$ cat config.mk
export PLATFORM = sky130hd
export DESIGN_NAME = poolchan_stream
export DESIGN_NICKNAME = d
export VERILOG_FILES = /design/src/rtl/poolchan_stream.sv
export SDC_FILE = /design/constraint.sdc
export NUM_CORES = 1
export LEC_CHECK = 0
export CAP_MARGIN = 20
export CORE_ASPECT_RATIO = 1.5
export CORE_MARGIN = 5
export CORE_UTILIZATION = 45
export DETAILED_ROUTE_END_ITERATION = 7
export GPL_TIMING_DRIVEN = 0
export PLACE_DENSITY = 0.74
export SLEW_MARGIN = 20
export SYNTH_ARGS = -nofsm -noshare
export SYNTH_HDL_FRONTEND = slang
export SYNTH_SLANG_ARGS = --single-unit
$ cat constraint.sdc
create_clock -name clk -period 3.4 [get_ports clk]
set_input_delay 0.51 -clock clk [delete_from_list [all_inputs] [get_ports clk]]
set_output_delay 0.51 -clock clk [all_outputs]
set_load 0.01 [all_outputs]
$ cat src/rtl/poolchan_stream.sv
// poolchan_stream
// Streaming binary pooling stage. One image row per beat arrives for all
// channels in parallel. Each POOLxPOOL window is reduced with a runtime
// mode (OR, AND, majority). One pooled row leaves per POOL input rows over a
// valid/ready handshake that supports backpressure.
//
// Ports
//   clk      rising-edge clock
//   rst      synchronous reset, active-high
//   i_mode   00 OR, 01 AND, 10 majority, 11 reserved (behaves as OR)
//   i_valid  input row valid
//   o_ready  input row can be accepted
//   i_row    input row, channel c column j at index c*IMG_W+j
//   o_valid  pooled row valid
//   i_ready  downstream can take the pooled row
//   o_row    pooled row, channel c column k at index c*(IMG_W/POOL)+k
//   o_last   o_row is the final pooled row of the frame
//
// The accumulators, output register and handshake form a simple datapath with
// no FSM. The only sequencing state is the frame row counter.
module poolchan_stream #(
    parameter int IMG_W    = 8,
    parameter int IMG_H    = 8,
    parameter int CHANNELS = 2,
    parameter int POOL     = 2
) (
    input  logic                               clk,
    input  logic                               rst,
    input  logic [1:0]                         i_mode,
    input  logic                               i_valid,
    output logic                               o_ready,
    input  logic [0:CHANNELS*IMG_W-1]          i_row,
    output logic                               o_valid,
    input  logic                               i_ready,
    output logic [0:CHANNELS*(IMG_W/POOL)-1]   o_row,
    output logic                               o_last
);

    localparam int OUT_W = IMG_W / POOL;
    localparam int N_WIN = CHANNELS * OUT_W;
    localparam int AW    = $clog2(POOL * POOL + 1);
    localparam int RW    = (IMG_H > 1) ? $clog2(IMG_H) : 1;
    localparam int PW    = $clog2(POOL);

    typedef enum logic [1:0] {
        MODE_OR  = 2'b00,
        MODE_AND = 2'b01,
        MODE_MAJ = 2'b10,
        MODE_RSV = 2'b11
    } mode_e;

    logic [RW-1:0]      row_cnt_q, row_cnt_d;
    mode_e              mode_q, mode_d;
    logic [AW-1:0]      acc_q [N_WIN];
    logic [AW-1:0]      acc_d [N_WIN];
    logic [AW-1:0]      win_cnt [N_WIN];
    logic               o_valid_q, o_valid_d;
    logic               o_last_q, o_last_d;
    logic [0:N_WIN-1]   o_row_q, o_row_d;
    logic [0:N_WIN-1]   red;

    logic               accept;
    logic               xfer;
    logic [PW-1:0]      sub_cnt;
    logic               group_first;
    logic               group_last;
    logic               frame_last;

    // Accept whenever the output register is empty or drains this cycle.
    assign o_ready = !(o_valid_q && !i_ready);
    assign accept  = i_valid && o_ready;
    assign xfer    = o_valid_q && i_ready;

    // POOL is a power of two, so the low bits of the row counter are the
    // position inside the current group.
    assign sub_cnt     = row_cnt_q[PW-1:0];
    assign group_first = (sub_cnt == '0);
    assign group_last  = (sub_cnt == PW'(POOL - 1));
    assign frame_last  = (row_cnt_q == RW'(IMG_H - 1));

    always_comb begin
        row_cnt_d = row_cnt_q;
        mode_d    = mode_q;
        o_valid_d = o_valid_q;
        o_last_d  = o_last_q;
        o_row_d   = o_row_q;
        red       = '0;

        for (int w = 0; w < N_WIN; w++) begin
            win_cnt[w] = '0;
            for (int b = 0; b < POOL; b++) begin
                win_cnt[w] = win_cnt[w]
                           + AW'(i_row[(w / OUT_W) * IMG_W + (w % OUT_W) * POOL + b]);
            end
            acc_d[w] = acc_q[w];
        end

        if (accept) begin
            row_cnt_d = frame_last ? '0 : row_cnt_q + RW'(1);
            if (row_cnt_q == '0) begin
                mode_d = mode_e'(i_mode);
            end
            for (int w = 0; w < N_WIN; w++) begin
                acc_d[w] = (group_first ? '0 : acc_q[w]) + win_cnt[w];
            end
        end

        // mode_q is safe to use here: a group never ends on row 0, so the
        // frame's mode was latched on an earlier beat.
        for (int w = 0; w < N_WIN; w++) begin
            case (mode_q)
                MODE_AND: red[w] = (acc_d[w] == AW'(POOL * POOL));
                MODE_MAJ: red[w] = (acc_d[w] >= AW'(POOL * POOL / 2));
                default:  red[w] = (acc_d[w] != '0);
            endcase
        end

        if (xfer) begin
            o_valid_d = 1'b0;
            o_last_d  = 1'b0;
        end

        // A completing group overrides the drain so rows can go back-to-back.
        if (accept && group_last) begin
            o_valid_d = 1'b1;
            o_last_d  = frame_last;
            o_row_d   = red;
        end
    end

    always_ff @(posedge clk) begin
        if (rst) begin
            row_cnt_q <= '0;
            mode_q    <= MODE_OR;
            o_valid_q <= 1'b0;
            o_last_q  <= 1'b0;
            o_row_q   <= '0;
            for (int w = 0; w < N_WIN; w++) begin
                acc_q[w] <= '0;
            end
        end else begin
            row_cnt_q <= row_cnt_d;
            mode_q    <= mode_d;
            o_valid_q <= o_valid_d;
            o_last_q  <= o_last_d;
            o_row_q   <= o_row_d;
            for (int w = 0; w < N_WIN; w++) begin
                acc_q[w] <= acc_d[w];
            end
        end
    end

    assign o_valid = o_valid_q;
    assign o_last  = o_last_q;
    assign o_row   = o_row_q;

endmodule

==> summary.md <==
| Metric | Value |
|---|---|
| First-pass DRT Iterations | `4` |
| Main area contributors after synthesis | `dfxtp_1 34%, ha_1 7.1%, fa_1 7.0%, a21oi_1 5.0%, nand2_1 4.4%` |
| Clock latency on the worst-skew pair | `0.29 ns` |
| I/O pin count | `33` |
| Initial DRC count | `101` |
| Starting density of the core | `46.6%` |
| Final Hold Fails | `0` |
| Compound-Gate Fraction of Synth Area | `16.0%` |
| Relative slew margins | `59.9%` |
| Finish-stage setup viols | `0` |
| Cts repair resizes | `0` |
| Share of cells above drive strength 1 | `7.49%` |
| Final wirelength | `5.63 mm` |
| Root buffer cell | `clkbuf_8` |
| # fillers | `449` |
| Critical path endpoint category | `register` |
| Largest family of logic cells by synthesized area | `simple AND/OR/NAND/NOR gates` |
| Maximum vdd drop | `0.229 mV` |
| Yosys cell types | `38` |
| Part of the Yosys area used for sequential elements | `34.2%` |
| Detail Placement HPWL | `4.24 mm` |
| CTS Buf Count | `5` |
| Post-synthesis mux area share | `6.09%` |
| RSZ-0062 raised after global routing | `false` |
| CP peak stage delay | `0.44 ns` |
| Syn_area_per_cell | `8.54 µm²` |
| Fmax | `0.323 GHz` |
| FP Rows | `31` |
| Worst Skew | `0.00657 ns` |
| P_leak | `1.14 nW` |
| Most common cell in the synthesized netlist | `dfxtp_1` |
| Area delta synth->final | `22.8%` |
| Nets | `349` |
| Most common cell on crit path | `clkbuf_1` |
| First-pass GRT wire length | `9.29 mm` |
| Mapped cell area | `0.00228 mm²` |
| Tightest Pin Transition | `0.600 ns` |
| Vias in the first global route | `2025` |
| CP required | `3.59 ns` |
| GP Congestion | `0.851` |
| Clock slew at reported path FFs | `0.08 ns` |
| Critical path class | `reg -> reg` |
| Initial antenna violation count | `0` |
| Final worst slack | `0.303 ns` |
| Critical Path, Cell by Cell | `buf_2 -> clkbuf_1 -> clkbuf_1 -> nand2_1 -> fa_1 -> inv_1 -> ha_1 -> mux2_1 -> a211o_1 -> a32o_1` |
| Simple-gate share of the synthesized area | `23.4%` |
| XOR/XNOR share of the synthesized area | `0%` |
| Full die area | `0.00662 mm²` |
| Setup_tns | `0 ns` |
| Post-synth top cells | `39 x dfxtp_1, 27 x nand2_1, 23 x a21oi_1, 18 x nor2_1, 16 x nor2b_1` |
| Core area | `0.00489 mm²` |
| Main synth FF type | `dfxtp_1` |
| Worst path slowest cell | `clkbuf_1` |
| Final Non-Filler Cells | `373` |
| CTS Sinks | `39` |
| DP Cell Count | `365` |
| Status | `finished, final reports clean` |
| Yosys warning total | `0` |
| Worst setup SP type | `register` |
| Cells after Synth | `267` |
| Tot Pwr | `1.14 mW` |
| EDFF count, synth | `0` |
| Via count | `2063` |
| Flops & latches, synth | `39` |
| Post-CTS Setup Bufs | `0` |
| Worst Path Arrival | `3.29 ns` |
| Minimum clock period | `3.10 ns` |
| Largest net degree at the start of global routing | `13` |
| Wire per inst | `15.1 µm` |
| Pre-CTS WS | `0.291 ns` |
| # diodes | `0` |
| CTS tree | `done` |
| Buffer and inverter count on the worst path | `4` |
| Maximum level of the CTS H-tree | `2` |
| Pins Over Slew Limit | `0` |
| Die W | `68.1 µm` |
| Final worst path period share | `91.1%` |
| CP Max Fanout | `10` |
| Top cell type's share of synthesized area | `34.2%` |
| # hold bufs at CTS | `0` |
| Pwr/cell area | `406 mW/mm²` |
| Vias/cell | `5.53` |
| Max Root-Sink Buffers | `2` |
| Synth async-reset ratio | `0%` |
| GR Overflow Total | `0` |
| Die Ht | `97.2 µm` |
| Synth Area in Adders | `14.2%` |
| Cell taking the most area after synthesis | `dfxtp_1` |
| Min-Delay Path Class | `reg -> reg` |
| Max-capacitance violation count | `0` |
| CP delay by family, top | `buffers and inverters` |
| Port buffer count | `32` |
| Final core utilization | `57.3%` |
| DRC violations left | `0` |
| Antenna Nets Post-Route | `0` |
| Global-route usage over all layers | `18.3%` |
| Mapped Nets | `310` |
-- cell usage in the layout (no fill, tap or decap), types with 2 or more instances in the layout --
master	netlist	routed
nor2b_1	16	16
dfxtp_1	39	39
inv_1	15	15
nand2b_1	3	3
o21ai_0	12	12
fa_1	8	8
nand3_1	11	11
nand2_1	27	27
buf_2	3	3
nor2_1	18	18
a211oi_1	3	3
a21oi_1	23	23
nand4b_1	2	2
clkbuf_8	0	6
buf_6	2	2
clkbuf_1	10	10
a31oi_1	7	7
o31ai_1	5	5
a32o_1	3	3
ha_1	13	13
clkdlybuf4s50_1	0	32
and2_1	13	13
o21a_1	2	2
nor4_1	2	2
mux2i_1	6	6
mux2_2	6	6
nor3_1	5	5
-- logic make-up after synthesis --
family	after synthesis
buffers and inverters	31
DFF	39
muxes	13
adders and majority gates	21
and+or+nand+nor	103
AOI/OAI and AO/OA	60
-- tightest hold or removal path, stage by stage (launching register included) --
cell     delay (ns)
dfxtp_1        0.32
nand2_1        0.05
a21oi_1        0.05
-- power by group --
group	internal [mW]	leakage [nW]	switching, mW
combinational	0.110	0.763	0.125
sequential	0.479	0.318	0.0130
clock	0.238	0.0612	0.172
-- layout make-up --
| class | instances | area (µm²) | share of cell area (%) |
|---|---|---|---|
| plain buffers | 16 | 82.6 | 2.95 |
| clock buffers | 6 | 82.6 | 2.95 |
| clock inverters | 2 | 35.0 | 1.25 |
| inverters | 15 | 56.3 | 2.01 |
| multi-input cells | 197 | 1360 | 48.6 |
| flip-flops and latches | 39 | 781 | 27.9 |
| well taps | 66 | 82.6 | 2.95 |
| repair buffers | 32 | 320 | 11.4 |
-- worst paths after layout --
kind	start	to	slack, ns	depth (start not counted)
setup / recovery	row_cnt_q[0]$_SDFFE_PP0N_	o_row[6]$_SDFFE_PP0P_	0.30	10
hold / removal	acc_q[0][4]$_SDFF_PP0_	acc_q[0][4]$_SDFF_PP0_	0.47	2
setup reg to reg	row_cnt_q[0]$_SDFFE_PP0N_	o_row[6]$_SDFFE_PP0P_	0.30	10
hold reg to reg	acc_q[0][4]$_SDFF_PP0_	acc_q[0][4]$_SDFF_PP0_	0.47	2
-- sequential cells by signal, summed over array words and instances, names as in the netlist --
name	cells
o_last	1
o_valid	1
row_cnt_q	3
acc_q	24
o_row	8
mode_q	2
-- stage by stage --
stage	hold slack (ns)	area (µm²)
finish	0.475	2800
CTS	0.473	2800
floorplan	0.445	2280
global placement	0.446	2680
detailed placement	0.459	2680
global route	0.490	2800
-- per-layer routing --
metal	wire length, µm	global-route usage [%]	vias to the layer above	share of wire, %
met5	0	0	-	0
met4	114	6.74	0	2.0
met3	222	2.89	8	3.9
met2	3040	32.9	54	54
met1	2260	20.6	1000	40
li1	-	-	1001	-
Power figures use the tool's default switching activity.
